File: src/rtl/int_to_float_seq_pkg.sv
// Shared single-precision constants and the converter state encoding.
// Imported by the sequencer and the round/pack stage.
package int_to_float_seq_pkg;

    localparam int FP_BIAS   = 127;
    localparam int FP_FRAC_W = 23;
    localparam int FP_EXP_W  = 8;

    localparam logic [31:0] FP_POS_ZERO = 32'h0000_0000;
    localparam logic [31:0] FP_NEG_ZERO = 32'h8000_0000;

    typedef enum logic [1:0] {
        ST_IDLE      = 2'd0,
        ST_NORMALIZE = 2'd1,
        ST_ROUND     = 2'd2,
        ST_DONE      = 2'd3
    } state_t;

endpackage

File: src/rtl/int_to_float_seq_round_pack.sv
// Combinational round-to-nearest-even and IEEE-754 packing of a normalized
// 32-bit magnitude whose leading one sits in bit 31.
module fp_round_pack
    import int_to_float_seq_pkg::*;
(
    input  logic        sign_i,
    input  logic [31:0] mag_i,
    input  logic [4:0]  shift_i,
    output logic [31:0] word_o,
    output logic        inexact_o
);

    logic [FP_EXP_W-1:0]  exp_base;
    logic [FP_EXP_W-1:0]  exp_fin;
    logic [FP_FRAC_W-1:0] frac;
    logic [FP_FRAC_W:0]   frac_sum;
    logic                 guard;
    logic                 sticky;
    logic                 round_up;
    logic                 unused_hidden;

    // Bit 31 is the implicit leading one and is dropped from the fraction.
    assign unused_hidden = mag_i[31];

    assign exp_base = FP_EXP_W'(FP_BIAS + 31) - {3'b000, shift_i};
    assign frac     = mag_i[30:8];
    assign guard    = mag_i[7];
    assign sticky   = |mag_i[6:0];
    assign round_up = guard & (sticky | frac[0]);

    // A carry out of the fraction leaves it all-zero and bumps the exponent;
    // the largest result exponent is 159, so infinity cannot occur.
    assign frac_sum = {1'b0, frac} + {{FP_FRAC_W{1'b0}}, round_up};
    assign exp_fin  = exp_base + {{(FP_EXP_W-1){1'b0}}, frac_sum[FP_FRAC_W]};

    assign word_o    = {sign_i, exp_fin, frac_sum[FP_FRAC_W-1:0]};
    assign inexact_o = guard | sticky;

endmodule

File: src/rtl/int_to_float_seq.sv
// Sequential signed int32 -> IEEE-754 single converter: one-bit-per-cycle
// normalization followed by a single rounding/packing cycle.
module int_to_float_seq
    import int_to_float_seq_pkg::*;
(
    input  logic        clk,
    input  logic        reset,
    input  logic        start,
    input  logic [31:0] in,
    output logic [31:0] out,
    output logic        busy,
    output logic        done,
    output logic        inexact,
    output logic [1:0]  dbg_state_o
);

    // Handshake: start is a request honoured only when the block is in IDLE
    // (busy=0); done is a one-cycle pulse qualifying out/inexact, which then
    // hold until the next conversion produces a result.

    state_t      state_q, state_d;
    logic        sign_q, sign_d;
    logic [31:0] mag_q, mag_d;
    logic [4:0]  shift_q, shift_d;
    logic [31:0] out_q, out_d;
    logic        inexact_q, inexact_d;
    logic        busy_q, busy_d;
    logic        done_q, done_d;

    logic [31:0] rp_word;
    logic        rp_inexact;

    fp_round_pack u_round_pack (
        .sign_i    (sign_q),
        .mag_i     (mag_q),
        .shift_i   (shift_q),
        .word_o    (rp_word),
        .inexact_o (rp_inexact)
    );

    always_comb begin
        state_d   = state_q;
        sign_d    = sign_q;
        mag_d     = mag_q;
        shift_d   = shift_q;
        out_d     = out_q;
        inexact_d = inexact_q;
        done_d    = 1'b0;

        case (state_q)
            ST_IDLE: begin
                if (start) begin
                    sign_d  = in[31];
                    // Negating 0x80000000 wraps back to 0x80000000, which is
                    // exactly the unsigned magnitude we want.
                    mag_d   = in[31] ? (~in + 32'd1) : in;
                    shift_d = 5'd0;
                    if (in == 32'd0) begin
                        out_d     = FP_POS_ZERO;
                        inexact_d = 1'b0;
                        state_d   = ST_DONE;
                    end else begin
                        state_d   = ST_NORMALIZE;
                    end
                end
            end
            ST_NORMALIZE: begin
                if (mag_q[31]) begin
                    state_d = ST_ROUND;
                end else begin
                    mag_d   = {mag_q[30:0], 1'b0};
                    shift_d = shift_q + 5'd1;
                end
            end
            ST_ROUND: begin
                out_d     = rp_word;
                inexact_d = rp_inexact;
                state_d   = ST_DONE;
            end
            ST_DONE: begin
                done_d  = 1'b1;
                state_d = ST_IDLE;
            end
            default: state_d = ST_IDLE;
        endcase

        busy_d = (state_d != ST_IDLE);
    end

    always_ff @(posedge clk) begin
        if (reset) begin
            state_q   <= ST_IDLE;
            sign_q    <= 1'b0;
            mag_q     <= 32'd0;
            shift_q   <= 5'd0;
            out_q     <= 32'd0;
            inexact_q <= 1'b0;
            busy_q    <= 1'b0;
            done_q    <= 1'b0;
        end else begin
            state_q   <= state_d;
            sign_q    <= sign_d;
            mag_q     <= mag_d;
            shift_q   <= shift_d;
            out_q     <= out_d;
            inexact_q <= inexact_d;
            busy_q    <= busy_d;
            done_q    <= done_d;
        end
    end

    assign out         = out_q;
    assign inexact     = inexact_q;
    assign busy        = busy_q;
    assign done        = done_q;
    assign dbg_state_o = state_q;

endmodule

File: config.mk
export PLATFORM = sky130hd
export DESIGN_NAME = int_to_float_seq
export DESIGN_NICKNAME = d
export VERILOG_FILES = /design/src/rtl/int_to_float_seq_pkg.sv /design/src/rtl/int_to_float_seq_round_pack.sv /design/src/rtl/int_to_float_seq.sv
export SDC_FILE = /design/constraint.sdc
export NUM_CORES = 1
export LEC_CHECK = 0
export ABC_AREA = 1
export CORE_UTILIZATION = 69
export DETAILED_ROUTE_END_ITERATION = 8
export DONT_BUFFER_PORTS = 1
export GPL_TIMING_DRIVEN = 1
export PLACE_DENSITY = 0.85
export SLEW_MARGIN = 40
export SYNTH_ARGS = -nofsm -noshare
export SYNTH_HDL_FRONTEND = slang
export SYNTH_SLANG_ARGS = --single-unit
File: constraint.sdc
create_clock -name clk -period 6.1 [get_ports clk]
set_clock_uncertainty 0.05 [all_clocks]
set_input_delay 0.915 -clock clk [delete_from_list [all_inputs] [get_ports clk]]
set_output_delay 0.915 -clock clk [all_outputs]
set_load 0.02 [all_outputs]
---- Word level (Yosys, flattened, before mapping) ----
Index checks and enable logic that the tools add are counted.
word-level totals
  flip-flop bits (word level) ............. 75
  bits of input ports ..................... 35
  output and inout bits ................... 37
  word-level logic and storage cells ...... 52
operators by class
  $add $sub $neg .......................... 5
  equal/unequal tests ..................... 6
  multiplexer cells ....................... 18
  bitwise operators ....................... 4
  reduce and logical (&&, ||, !) cells .... 10
operators by type and width
  cell                     number
  $mux W32                 5
  $pmux W32 S2             2
  $add A32 B1 Y32 const B  1
  $logic_not A32 Y1        1
  $not A32 Y32             1
  $add A23 B1 Y24          1
  $mux W5                  2
  $pmux W5 S2              1
  $add A8 B1 Y8            1
  $pmux W2 S4              1
  $sub A8 B5 Y8 const A    1
  $reduce_or A7 Y1         1
  $mux W2                  3
  $ne A2 B2 Y1 const B     3
  $reduce_and A3 Y1        2
  $reduce_bool A2 Y1       3
  $add A5 B1 Y5 const B    1
  $eq A2 B2 Y1 const B     2
  $reduce_and A2 Y1        2
  $mux W1                  3
  $eq A2 B1 Y1 const B     1
  $logic_not A2 Y1         1
  $or A1 B1 Y1             2
  $pmux W1 S2              1
  $and A1 B1 Y1            1

---- Depth between registers and ports, before layout ----
  depth after elaboration ................. 6
  gate-level depth with buffers ........... 13
  depth with buffers taken out ............ 13

---- Modules after synthesis ----
A second synthesis with hierarchy kept.
second synthesis, totals
  cell total of the unflattened synthesis .. 760
  area, all modules ....................... 4713.3 um^2
modules (own cells, without submodules)
  module            times used  cells an instance  area each (um^2)  seq. area each (um^2)
  int_to_float_seq  1           614                3960.0            1501.4
  fp_round_pack     1           146                753.2             0.0

---- Least setup slack after synthesis ----
No wires, ideal clock.
  kind .................................... in2reg
  start point ............................. input port in[1]
  end point ............................... register inexact_q (netlist: inexact)
  library setup time ...................... 132 ps
  arrival time ............................ 2069 ps
  required time ........................... 5918 ps
  path slack .............................. 3849 ps
  cell stages on the path ................. 10
  buffers on the path ..................... 1
  cell sequence ........................... inv_1 -> ha_1 -> nand2_2 -> nor2_4 -> nand3_2 -> nor2_2 -> nand3_2 -> buf_6 -> nand3_1 -> a21oi_1
between the ends
  longest elaborated chain between the ends .. 3
ends and longest elaborated chain
  what                                RTL line                 text
  start, declared                     int_to_float_seq.sv:9    input logic [31:0] in,
  $logic_not A32 Y1                   int_to_float_seq.sv:58   if (in == 32'd0) begin
  $ne A2 B2 Y1 (no source line)       -
  $reduce_and A3 Y1 (no source line)  -
  end signal, assigned                int_to_float_seq.sv:106  inexact_q <= inexact_d;
  end, declared                       int_to_float_seq.sv:26   logic inexact_q, inexact_d;
Every way passes these cells.
A chain may end at the register's enable or synchronous reset.

---- Worst setup path in the final report ----
  start point ............................. input port in[1]
  end point ............................... register busy_q (netlist: busy)
between the ends
  longest elaborated chain between the ends .. 5
ends and longest elaborated chain
  what                  RTL line                 text
  $logic_not A32 Y1     int_to_float_seq.sv:58
  $mux W2               int_to_float_seq.sv:58
  $mux W2               int_to_float_seq.sv:52   if (start) begin
  $pmux W2 S4           int_to_float_seq.sv:50   case (state_q)
  $reduce_bool A2 Y1    int_to_float_seq.sv:87   busy_d = (state_d != ST_IDLE);
  end signal, assigned  int_to_float_seq.sv:107  busy_q <= busy_d;
  end, declared         int_to_float_seq.sv:27   logic busy_q, busy_d;
Every way passes these cells.

==> results.cfg <==
[sta]
max_slew_margin_pct = 51.4
setup_tns_ps = 0
worst_pin_slew_ps = 727
rsz0062_at_grt = no
max_freq_ghz = 0.397
finalHoldViolCount = 0
period_needed_ps = 2520
post-route-period-util_pct = 41.3
slew_violations = 0
setup_viol = 0

[placement]
place_congestion = 0.924
port_buffers = 0
post_dp_cell_area_um2 = 4580
hpwl_mm = 9.07

[floorplanning]
start_util_pct = 72.0
ios = 72
rows = 29
die_w_um = 83.9
core_um2 = 6420
dieArea_um2 = 7040
die_h_um = 83.9

[clock_network]
cts.repair.resized = 0
numClockSinks = 75
ctsHoldBuffers = 0
cts_setup_buffers = 0
h-tree-depth = 3
numCtsBuffers = 9
clkTransAtPathRegs_ps = 80
cts_tree = built
clock_path_buffers = 2
clock_latency_ps = 360
cts-root-buf = clkbuf_8

[synthesis]
yosys_warnings = 0
syn_area_um2 = 4630
syn_area_per_cell_um2 = 6.26
synth_seq_cells = 75
synth_flop_cell = dfxtp_1
synth_fp_nets = 779
ys_types = 36
synth_seq_area_share_pct = 32.5
synth-edff-count = 0
syn-instance-count = 739
async_flop_share_pct = 0

[run]
max-cap-violations = 0

[pwr]
p_per_area_nw_per_um2 = 235
vdd_drop_max_v = 0.000154
p_leak_nw = 1.85

[finish]
fin_area_um2 = 4800
insertedDiodeCount = 0
fillCellCount = 545
area_delta_synth_final_pct = 3.87
layout-drive-gt1-share_pct = 5.80
fin_nets = 760

[worst_setup_path]
r2r-end = shift_q[4]
endpoint_kind = register
r2r_setup_slack_ps = 3630
arrival_ps = 2770
path_class = in -> reg
worstPathMaxFanout = 34
worstRegToRegCells = 7
cp.required_ps = 6350
crit_path_start_kind = primary input
worstReg2RegStart = dbg_state_o[0]

[route]
drtAntennaViolNets = 0
vias_per_cell = 6.12
dr.pass1.iters = 9
drc = 12
drt-total-wl_mm = 12.4
drt_iter0_markers = 414
vias = 4903
avgRoutedWirePerCell_um = 15.5

[global_route]
grt_pass1_vias = 4467
grt_usage_pct = 36.1
grt_pass1_wl_mm = 20.5
antenna_found_initial = 0
grt_max_degree = 68
gr-total-overflow = 0

[status]
violations = DRC
status = finished, violations left

[min_path]
holdPathStages = 2
hold_class = reg -> reg
hold_end = out[31]
hp-start = sign_q
layout by cell type, fill, tap and decap left out, drive strengths merged, types with 11 or more instances in the layout:
cell type    n
a21oi       63
o22ai       18
nor2        85
a31oi       16
nor3        11
nand3      121
o21ai       27
inv         99
nand2      157
dfxtp       75
worst max path at each step:
stage               startpoint             end  slack (ps)  cells past startpoint
global placement         in[1]          out[3]        3360                      9
global route             in[1]         out[15]        3360                      9
detailed placement       in[1]         out[26]        3200                      9
floorplan                in[1]         inexact        3850                     10
CTS                      in[1]  dbg_state_o[1]        3580                     10
finish                   in[1]            busy        3580                     10
power by group:
group | total (mW) | switching [mW] | leakage (nW) | internal (mW)
Clock | 0.433 | 0.191 | 0.109 | 0.242
Combinational | 0.156 | 0.104 | 1.13 | 0.0522
Sequential | 0.540 | 0.0269 | 0.611 | 0.513
area by class of cell:
type / instances / area [µm²] / share of cell area (%)
Multi-Input combinational cell: 537 / 2620 / 54.5
Sequential cell: 75 / 1500 / 31.2
Inverter: 97 / 364 / 7.58
Clock buffer: 10 / 138 / 2.86
Tap cell: 77 / 96.3 / 2.01
Clock inverter: 5 / 85.1 / 1.77
worst max-delay path, stage by stage:
cell,delay (ps)
inv_1,90
ha_1,230
nand2_2,100
nor2_4,230
nand3_2,140
nor2_2,120
nand3_2,520
nand3_1,250
nand2_1,100
nand2_1,70
metrics by stage:
step	std cells	setup WS, ps	hold slack [ps]	total power, mW	util [%]
after floorplan	739	3850	391	0.676	-
after global placement	786	3360	403	0.695	71.3
after detailed placement	786	3200	408	0.701	71.3
after CTS	801	3580	418	1.12	74.8
after global routing	801	3360	444	1.17	74.8
final	801	3580	416	1.13	74.8
flip-flops by register name (all words and copies together) (netlist names):
| name | cells |
|---|---|
| dbg_state_o | 2 |
| inexact | 1 |
| done | 1 |
| busy | 1 |
| mag_q | 32 |
| out | 32 |
| sign_q | 1 |
| shift_q | 5 |
synth_stat cells (4+ instances only):
cell type / number / area, µm²
o21ai_0: 23 / 115
clkbuf_1: 12 / 45.0
nand3_2: 5 / 50.1
o22ai_1: 18 / 113
a31oi_1: 16 / 100
nor3_1: 9 / 45.0
buf_1: 7 / 26.3
ha_1: 5 / 62.6
nand3b_1: 4 / 30.0
buf_2: 8 / 40.0
inv_1: 89 / 334
dfxtp_1: 75 / 1500
nand4_1: 10 / 62.6
nand3_1: 116 / 581
a21oi_1: 63 / 315
o21ai_1: 4 / 20.0
nor2_2: 6 / 37.5
inv_2: 8 / 30.0
nor2_1: 76 / 285
nand2_1: 156 / 586
metal layers:
metal	up-vias	global-route usage [%]	routed length, µm
met1	2203	48.2	5390
met5	-	0	0
met3	18	6.73	1080
met2	257	58.8	5710
li1	2425	-	-
met4	0	11.9	199
kinds of logic after synthesis:
logic type / share of synthesized area [%]
AND/OR/NAND/NOR: 38.5
AO/OA/AOI/OAI: 16.5
buffers and inverters: 11.0
flip-flops: 32.5
adder cells (fa/ha/maj): 1.35
XOR/XNOR: 0.189
Note: power is estimated with default switching activity, not from simulation.
